### src/rtl/mul_inc_seq.sv
// mul_inc_seq: shift-add multiplier (low WIDTH bits of a*b) with a
// registered increment b+c, behind start/ready and valid/ready handshakes.
//
// Ports:
//   clk        clock, all state changes on the rising edge
//   rst        synchronous active-high reset, priority over everything
//   start      request; accepted when start=1 and ready=1
//   a, b, c    multiplicand, multiplier/increment operand, carry-in
//   ready      high only while idle
//   out_valid  high only while a result is being offered
//   out_ready  consumer takes the result
//   h          (a*b) mod 2^WIDTH, meaningful while out_valid=1
//   m, m_co    b + c and its carry-out, stable until the next accept
module mul_inc_seq #(
  parameter int unsigned WIDTH      = 8,
  parameter bit          EARLY_EXIT = 1'b0
) (
  input  logic             clk,
  input  logic             rst,
  input  logic             start,
  input  logic [WIDTH-1:0] a,
  input  logic [WIDTH-1:0] b,
  input  logic             c,
  output logic             ready,
  output logic             out_valid,
  input  logic             out_ready,
  output logic [WIDTH-1:0] h,
  output logic [WIDTH-1:0] m,
  output logic             m_co
);

  localparam int unsigned CW = $clog2(WIDTH);
  localparam logic [CW-1:0] CNT_LAST = CW'(WIDTH - 1);

  typedef enum logic [1:0] {
    S_IDLE,
    S_RUN,
    S_DONE
  } state_t;

  state_t state_q, state_d;

  logic [WIDTH-1:0] acc_q, acc_d;
  logic [WIDTH-1:0] a_sh_q, a_sh_d;
  logic [WIDTH-1:0] b_sh_q, b_sh_d;
  logic [WIDTH-1:0] m_q, m_d;
  logic             mco_q, mco_d;
  logic [CW-1:0]    cnt_q, cnt_d;
  logic             ready_q, ready_d;
  logic             valid_q, valid_d;

  logic [WIDTH:0]   inc_sum;
  logic             rest_zero;
  logic             run_fin;

  assign inc_sum = {1'b0, b} + {{WIDTH{1'b0}}, c};

  // Multiplier bits still to be consumed after this edge.
  assign rest_zero = ~|b_sh_q[WIDTH-1:1];

  assign run_fin = (cnt_q == CNT_LAST)
                 | (EARLY_EXIT & rest_zero);

  always_comb begin
    state_d = state_q;
    acc_d   = acc_q;
    a_sh_d  = a_sh_q;
    b_sh_d  = b_sh_q;
    m_d     = m_q;
    mco_d   = mco_q;
    cnt_d   = cnt_q;
    ready_d = ready_q;
    valid_d = valid_q;
    unique case (state_q)
      S_IDLE: begin
        if (start) begin
          acc_d   = '0;
          a_sh_d  = a;
          b_sh_d  = b;
          m_d     = inc_sum[WIDTH-1:0];
          mco_d   = inc_sum[WIDTH];
          cnt_d   = '0;
          ready_d = 1'b0;
          state_d = S_RUN;
        end
      end
      S_RUN: begin
        if (b_sh_q[0]) begin
          acc_d = acc_q + a_sh_q;
        end
        a_sh_d = a_sh_q << 1;
        b_sh_d = b_sh_q >> 1;
        cnt_d  = cnt_q + 1'b1;
        if (run_fin) begin
          valid_d = 1'b1;
          state_d = S_DONE;
        end
      end
      S_DONE: begin
        // ready rises only after the handoff edge, so a new
        // request can never be accepted on the same edge.
        if (out_ready) begin
          valid_d = 1'b0;
          ready_d = 1'b1;
          state_d = S_IDLE;
        end
      end
      default: begin
        valid_d = 1'b0;
        ready_d = 1'b1;
        state_d = S_IDLE;
      end
    endcase
  end

  always_ff @(posedge clk) begin
    if (rst) begin
      state_q <= S_IDLE;
      acc_q   <= '0;
      a_sh_q  <= '0;
      b_sh_q  <= '0;
      m_q     <= '0;
      mco_q   <= 1'b0;
      cnt_q   <= '0;
      ready_q <= 1'b1;
      valid_q <= 1'b0;
    end else begin
      state_q <= state_d;
      acc_q   <= acc_d;
      a_sh_q  <= a_sh_d;
      b_sh_q  <= b_sh_d;
      m_q     <= m_d;
      mco_q   <= mco_d;
      cnt_q   <= cnt_d;
      ready_q <= ready_d;
      valid_q <= valid_d;
    end
  end

  assign ready     = ready_q;
  assign out_valid = valid_q;
  assign h         = acc_q;
  assign m         = m_q;
  assign m_co      = mco_q;

endmodule

### config.mk
export PLATFORM = sky130hd
export DESIGN_NAME = mul_inc_seq
export DESIGN_NICKNAME = d
export VERILOG_FILES = /design/src/rtl/mul_inc_seq.sv
export SDC_FILE = /design/constraint.sdc
export NUM_CORES = 1
export LEC_CHECK = 0
export BUFFER_PORTS_ARGS = -buffer_cell sky130_fd_sc_hd__buf_2
export CORE_AREA = 10 10 79 81
export DETAILED_ROUTE_END_ITERATION = 10
export DIE_AREA = 0 0 89 91
export GPL_TIMING_DRIVEN = 0
export PLACE_DENSITY_LB_ADDON = 0.08
export SETUP_SLACK_MARGIN = 0.3
export SLEW_MARGIN = 20
export SYNTH_ARGS = -nofsm -noshare
export SYNTH_HDL_FRONTEND = slang
export SYNTH_SLANG_ARGS = --single-unit
### constraint.sdc
create_clock -name clk -period 2.2 [get_ports clk]
set_input_delay 0.11 -clock clk [delete_from_list [all_inputs] [get_ports clk]]
set_output_delay 0.11 -clock clk [all_outputs]
set_load 0.03 [all_outputs]
# Word-level counts from Yosys, hierarchy flattened
# Cells that the tools add are included.
[totals] wordCells=48 regBits=40 out_inout_bits=19 input_bits=21
[classes] reduce_logical=8 mux=19 bitwise_logic=2 n_eq_ne=7 add_sub_neg=3
[ops] cell="8-bit one-hot mux with 2 select lines" n=3
[ops] cell="8-bit two-way mux" n=4
[ops] cell="3-bit AND reduction" n=4
[ops] cell="8-bit by 1-bit adder with 9-bit output" n=1
[ops] cell="8-bit adder" n=1
[ops] cell="2-bit != test (second input constant)" n=4
[ops] cell="2-bit two-way mux" n=3
[ops] cell="1-bit one-hot mux with 3 select lines" n=2
[ops] cell="2-bit one-hot mux with 3 select lines" n=1
[ops] cell="3-bit one-hot mux with 2 select lines" n=1
[ops] cell="1-bit two-way mux" n=4
[ops] cell="2-bit AND reduction" n=2
[ops] cell="3-bit by 1-bit adder with 3-bit output (second input constant)" n=1
[ops] cell="3-bit == test (second input constant)" n=1
[ops] cell="3-bit two-way mux" n=1
[ops] cell="2-bit by 1-bit == test with 1-bit output (second input constant)" n=1
[ops] cell="2-bit == test (second input constant)" n=1
[ops] cell="2-bit logical NOT" n=1
[ops] cell="1-bit inverter" n=2
[ops] cell="2-bit nonzero test" n=1

# Depth between registers and ports, before layout
# Gate-level depths: netlist of run 1.
[logic_depth] depth_word=3 depth_mapped=7 mapped_depth_nobuf=7

# Worst setup path before layout of run 1
# Ideal clock, no wire load.
[synth_path] kind="flip-flop to flip-flop" from="register acc_q[0] (netlist: h[0])" to="register acc_q[6] (netlist: h[6])" n_path_buf=0 path_slack_ps=198 setup_time_ps=117 synth_period_minus_slack_ps=2002 t_required_ps=2083 stages_incl_launch_ff=8 arrival_ps=1885 cell_sequence="dfxtp_1 > ha_1 > fa_1 > a21o_1 > a211oi_1 > o21bai_1 > xor2_1 > a22o_1"
[synth_via] elab_chain_cells=3
[synth_rtl] element="from (decl)" line_no="43" text="logic [WIDTH-1:0] acc_q, acc_d;"
[synth_rtl] element="from (signal assigned)" line_no="119" text="acc_q <= '0;"
[synth_rtl] element="from (signal assigned)" line_no="129" text="acc_q <= acc_d;"
[synth_rtl] element="8-bit adder" line_no="89" text="acc_d = acc_q + a_sh_q;"
[synth_rtl] element="8-bit two-way mux" line_no="88" text="if (b_sh_q[0]) begin"
[synth_rtl] element="8-bit one-hot mux with 2 select lines" line_no="74" text="unique case (state_q)"
# Every way passes these cells. The select of a mux whose other input is x is not followed.
# A chain may end at the register's enable or synchronous reset.

# Worst setup path in the final report of run 1
# Ends and elaborated chain as after synthesis.

==> results of run 1 <==
-- metal layers --
layer | track usage | wire, µm
met2 | 0.195 | 2210
met3 | 0.0429 | 298
met1 | 0.164 | 2410
met5 | 0 | 0
met4 | 0.0358 | 57
-- worst max-delay path, delay by kind of cell, from the launching register on --
| kind | cells | cell delay, ps |
|---|---|---|
| xor gates and xnor gates | 1 | 140 |
| AOI/OAI and AO/OA | 4 | 700 |
| DFF | 1 | 330 |
| adders and majority gates | 2 | 580 |
-- report_power, final --
group / switching, µW / internal, µW / leakage [µW]
clock network: 259 / 215 / 0.0000400
logic: 171 / 105 / 0.000654
registers: 36.7 / 771 / 0.000330
total: 466 / 1090 / 0.00102
-- layout by cell type, fill, tap and decap left out, drive strengths merged, types with 6 or more instances in the layout --
cell type and count:
buf 48, nor2 40, dfxtp 40, nand2 34
a21oi 14, a311oi 13, ha 11, a211oi 10
clkbuf 9, xnor2 8, nand2b 6
-- registers in the layout, indices dropped and copies added, names as in the netlist --
signal / cells
state_q: 2
m_co: 1
out_valid: 1
cnt_q: 3
m: 8
h: 8
ready: 1
a_sh_q: 8
b_sh_q: 8
-- metrics by stage --
| stage | std cells | instance area [µm²] | utilization | hold slack [ps] |
|---|---|---|---|---|
| after global routing | 329 | 2340 | 0.502 | 73.4 |
| after detailed placement | 320 | 2230 | 0.479 | 369 |
| final | 329 | 2340 | 0.502 | 56.9 |
| after global placement | 320 | 2230 | 0.479 | 360 |
| after CTS | 327 | 2320 | 0.497 | 59.2 |
| after floorplan | 227 | 1970 | - | 258 |
-- layout make-up --
class                           instances  area (µm²)
Clock inverter                          2        12.5
Buffer                                 11        55.1
Multi-Input combinational cell        175        1120
Tap cell                               54        67.6
Sequential cell                        40         803
Inverter                                1        3.75
Timing Repair Buffer                   41         210
Clock buffer                            5        68.8
Fill cell                             466        2320
-- logic make-up after synthesis --
kind of cell / count (synthesis) / synth area share
AOI/OAI and AO/OA: 63 / 0.235
xor gates and xnor gates: 12 / 0.0534
adders and majority gates: 12 / 0.0802
buffers and inverters: 12 / 0.0299
DFF: 40 / 0.407
and+or+nand+nor: 88 / 0.194
-- how the worst max path moves through the flow --
stage,start,to,cells after the start
after floorplan,h[0],h[6],7
after global placement,a_sh_q[0],h[6],7
after detailed placement,a_sh_q[0],h[6],7
after CTS,a_sh_q[0],h[6],7
after global routing,h[0],h[6],7
final,h[0],h[6],7
-- repair_timing --
item,CTS,global route
setup endpoints to repair,1,1
pin swaps,0,4
setup buffers,0,2
gates resized for setup,1,2
hold endpoints to repair,0,0
==> results.py, run 1 <==
metrics = {
    "place": {
        "dpl_worst_slack_ps": 278,
        "io_buffer_count": 39,
        "hpwl_um": 3760,
        "gp_congestion": 0.758,
    },
    "synthesis": {
        "synth_warnings": 0,
        "yosys-top-cells-count": "dfxtp_1 (40), nor2_1 (38), nand2_1 (34), a21oi_1 (14), a311oi_1 (13)",
        "yosys_register_bits": 40,
        "synth_async_sr_flop_share": 0,
        "ys_seq_area_frac": 0.407,
        "synth.top_cell.area_share": 0.407,
        "yosysMostFrequentCell": "dfxtp_1",
        "syn_nets": 260,
        "netlist_area_um2": 1970,
        "synth_top_area_cell": "dfxtp_1",
        "avgSynthCellArea_um2": 8.66,
        "synth-edff-count": 0,
        "ys_top_cells_by_area": "dfxtp_1 (41%), nor2_1 (7.3%), ha_1 (7.0%)",
        "ys_types": 35,
        "synthCells": 227,
        "ys.flop_type": "dfxtp_1",
    },
    "clock_tree": {
        "cts_tree": "yes",
        "cts-buffers-inserted": 5,
        "clkTransAtPathRegs_ps": 80,
        "clockRootBuffer": "clkbuf_8",
        "clk_latency_ps": 290,
        "cts_sinks": 40,
        "htreeDepth": 2,
        "clk_path_buf_depth": 2,
        "ctsHoldBuffers": 0,
    },
    "worst_setup_path": {
        "r2r_start": "h[0]",
        "slowest_delay_ps": 380,
        "rr_worst_depth": 7,
        "worstSetupPathType": "flop to flop",
        "ff2ff_setup_slack_ps": 350,
        "start_kind": "flop",
        "r2r_end": "h[6]",
        "cp_max_fo": 3,
        "cp.arrival_ps": 2040,
        "end_kind": "flop",
        "crit_chain": "ha_2 -> fa_2 -> a21o_1 -> a211oi_2 -> o21bai_1 -> xor2_1 -> a22o_1",
        "cp.required_ps": 2390,
        "slowest_stage": "fa_2",
    },
    "floorplanning": {
        "fp.dieH_um": 91,
        "start_util": 0.422,
        "die_w_um": 89,
        "core-area_um2": 4660,
        "die_area_um2": 8100,
        "io_pins": 40,
        "row_count": 25,
    },
    "drt": {
        "vias": 1741,
        "dr.pass1.iters": 4,
        "wl_per_cell_um": 15.1,
        "initialDrtViolationCount": 126,
        "drc": 0,
        "wl_um": 4980,
        "via_per_inst": 5.29,
        "drtAntennaViolNets": 0,
    },
    "sta": {
        "hold_viol": 0,
        "period_needed_ps": 1850,
        "min_period_over_period": 0.840,
        "setup_ws_ps": 352,
        "tightestPinTransition_ps": 546,
        "slew_violations": 0,
        "grt_setup_unrepaired": "false",
        "fin_tns_setup_ps": 0,
        "relSlewSlack": 0.636,
        "clock.fmax_ghz": 0.541,
        "finalSetupViolCount": 0,
        "fin_skew_ps": 5.98,
    },
    "global_routing": {
        "antenna_found_initial": 0,
        "grt.total_usage": 0.127,
        "grt_max_degree": 13,
        "grt_pass1_wl_um": 8360,
        "grt-ovfl-total": 0,
        "grt_pass1_vias": 1748,
    },
    "pwr": {
        "leakage_uw": 0.00102,
        "power_uw": 1560,
        "vdd_ir_drop_max_mv": 0.344,
        "powerDensity_nw_per_um2": 666,
    },
    "finish": {
        "drive_gt1_frac": 0.240,
        "n_antenna_cell": 0,
        "area.growth.synth_to_final_pct": 18.9,
        "finalNetCount": 308,
    },
    "job": {
        "max_cap_violations": 0,
    },
    "min_path": {
        "hold_depth": 3,
        "min-delay-start": "a[0]",
        "min_path_type": "input pin to flop",
        "holdPathEnd": "a_sh_q[0]",
    },
    "outcome": {
        "status": "completed",
    },
}
No activity file was read; power rests on OpenSTA's default activity.
==> inputs of run 2 (changes only) <==
- clock period: 2.2 -> 1.5 ns (I/O delays scaled with it)
==> run 2 against run 1 <==
The flow now finishes with violations (negative setup slack). First-iteration DRC count down 56%. Register-to-register slack worse by 630 ps. Global-route usage is 1.1 points higher. Critical path depth unchanged. Combinational power grew to 2.6 times the previous value. Sequential cell count unchanged. Hold slack worse by 38 ps. Die area is the same. Critical path type unchanged. Critical endpoint unchanged. Largest cell class unchanged. Largest power group unchanged.
==> results.py, run 2 (synthesis results as in run 1) <==
metrics = {
    "outcome": {
        "status": "finished with violations",
        "violations": "negative setup slack",
    },
    "clock_tree": {
        "ctsHoldBuffers": 0,
        "cts_tree": "yes",
        "clockRootBuffer": "clkbuf_8",
        "cts-buffers-inserted": 5,
        "htreeDepth": 2,
        "clkTransAtPathRegs_ps": 80,
        "cts_sinks": 40,
        "clk_latency_ps": 290,
        "clk_path_buf_depth": 2,
    },
    "sta": {
        "clock.fmax_ghz": 0.562,
        "tightestPinTransition_ps": 689,
        "finalSetupViolCount": 5,
        "period_needed_ps": 1780,
        "fin_skew_ps": 6.18,
        "min_period_over_period": 1.19,
        "hold_slack_ps": 18.8,
        "grt_setup_unrepaired": "true",
        "slew_violations": 0,
        "setup_ws_ps": -279,
        "relSlewSlack": 0.541,
        "hold_viol": 0,
    },
    "global_routing": {
        "grt-ovfl-total": 0,
        "antenna_found_initial": 0,
        "grt_max_degree": 12,
        "grt.total_usage": 0.138,
        "grt_pass1_vias": 1906,
        "grt_pass1_wl_um": 9050,
    },
    "finish": {
        "final_cell_mix": "buf_2 (39), dfxtp_1 (28), nand2_1 (21), nor2_1 (19), buf_6 (17)",
        "area.growth.synth_to_final_pct": 59.6,
        "n_antenna_cell": 0,
        "finalNetCount": 339,
        "layout_commonest_cell": "buf_2",
        "drive_gt1_frac": 0.552,
        "instances_no_fill": 360,
    },
    "drt": {
        "initialDrtViolationCount": 56,
        "dr.pass1.iters": 4,
        "via_per_inst": 5.44,
        "drtAntennaViolNets": 0,
        "vias": 1959,
        "wl_um": 5910,
        "drc": 0,
        "wl_per_cell_um": 16.4,
    },
    "place": {
        "gp_congestion": 0.803,
        "io_buffer_count": 39,
        "hpwl_um": 3860,
        "dpl_worst_slack_ps": -330,
        "post-place-cells": 320,
    },
    "worst_setup_path": {
        "cp.required_ps": 1690,
        "cp_max_fo": 2,
        "end_kind": "flop",
        "cp.arrival_ps": 1970,
        "worstSetupPathType": "flop to flop",
        "start_kind": "flop",
    },
    "floorplanning": {
        "core-area_um2": 4660,
        "die_area_um2": 8100,
        "io_pins": 40,
        "die_w_um": 89,
        "start_util": 0.422,
        "fp.dieH_um": 91,
        "row_count": 25,
    },
    "pwr": {
        "power_frac_comb": 0.271,
        "internal_power_uw": 1790,
        "vdd_ir_drop_max_mv": 0.561,
        "clkPwrFrac": 0.263,
        "p_sw_frac": 0.310,
        "leakage_uw": 0.00132,
        "powerDensity_nw_per_um2": 827,
        "sequentialPowerShare": 0.466,
        "p_sw_uw": 804,
        "power_uw": 2590,
    },
    "job": {
        "max_cap_violations": 0,
    },
    "min_path": {
        "min_path_type": "input pin to flop",
    },
}
-- run 2: changes by cell type in the layout (fill, tap and decap cells not counted), moves of 10 or more --
cell / previous run / this run
buf_4: 4 / 15
buf_6: 0 / 17
dfxtp_1: 38 / 28
nand2_1: 34 / 21
nor2_1: 38 / 19
nor2_4: 1 / 12
-- run 2: per-layer routing --
| metal | wire length (µm) | part of all wire | global-route usage | vias to the layer above |
|---|---|---|---|---|
| met5 | 0 | 0 | 0 | - |
| met4 | 51 | 0.0086 | 0.0385 | 0 |
| met3 | 367 | 0.062 | 0.0483 | 4 |
| met2 | 2980 | 0.50 | 0.229 | 44 |
| met1 | 2510 | 0.42 | 0.163 | 937 |
| li1 | - | - | - | 974 |
-- run 2: final timing paths --
kind,start,to,slack [ps],cells past startpoint
setup reg to reg,a_sh_q[0],h[6],-280,7
setup / recovery,a_sh_q[0],h[6],-280,7
hold / removal,a[0],a_sh_q[0],20,3
hold reg to reg,out_valid,out_valid,470,2
-- run 2: repair_timing --
| item | CTS | global route |
|---|---|---|
| setup buffers | 17 | 13 |
| cloned | 0 | 3 |
| resized for setup | 34 | 88 |
| pin swaps | 21 | 52 |
| setup endpoints to repair | 39 | 37 |
-- run 2: power groups by stage --
stage          Sequential [µW]  Clock (µW)  Combinational [µW]
2_1_floorplan             1240           0                 244
3_3_place_gp              1210           0                 413
3_5_place_dp              1210           0                 417
4_1_cts                   1180         704                 510
5_1_grt                   1220         759                 758
6_report                  1210         682                 704
-- run 2: final cells by class --
cell class	count	area [µm²]
Fill cell	360	1520
Multi-Input combinational cell	175	1500
Sequential cell	40	828
Timing Repair Buffer	72	559
Buffer	11	105
Clock buffer	6	72.6
Tap cell	54	67.6
Clock inverter	1	5.00
Inverter	1	3.75
-- run 2: stage by stage --
| stage | instance area, µm² | utilization | setup TNS [ps] |
|---|---|---|---|
| floorplan | 2030 | - | -397 |
| global placement | 2290 | 0.492 | -596 |
| detailed placement | 2290 | 0.492 | -649 |
| CTS | 2620 | 0.562 | -583 |
| global route | 3140 | 0.674 | -991 |
| finish | 3140 | 0.674 | -656 |
-- run 2: worst max-delay path, stage by stage, from the launching register on --
cell and delay [ps]:
dfxtp_4 360, ha_4 160, fa_2 370, a21o_1 190, a211oi_2 200, o21bai_1 100
xor2_1 140, a22o_1 170
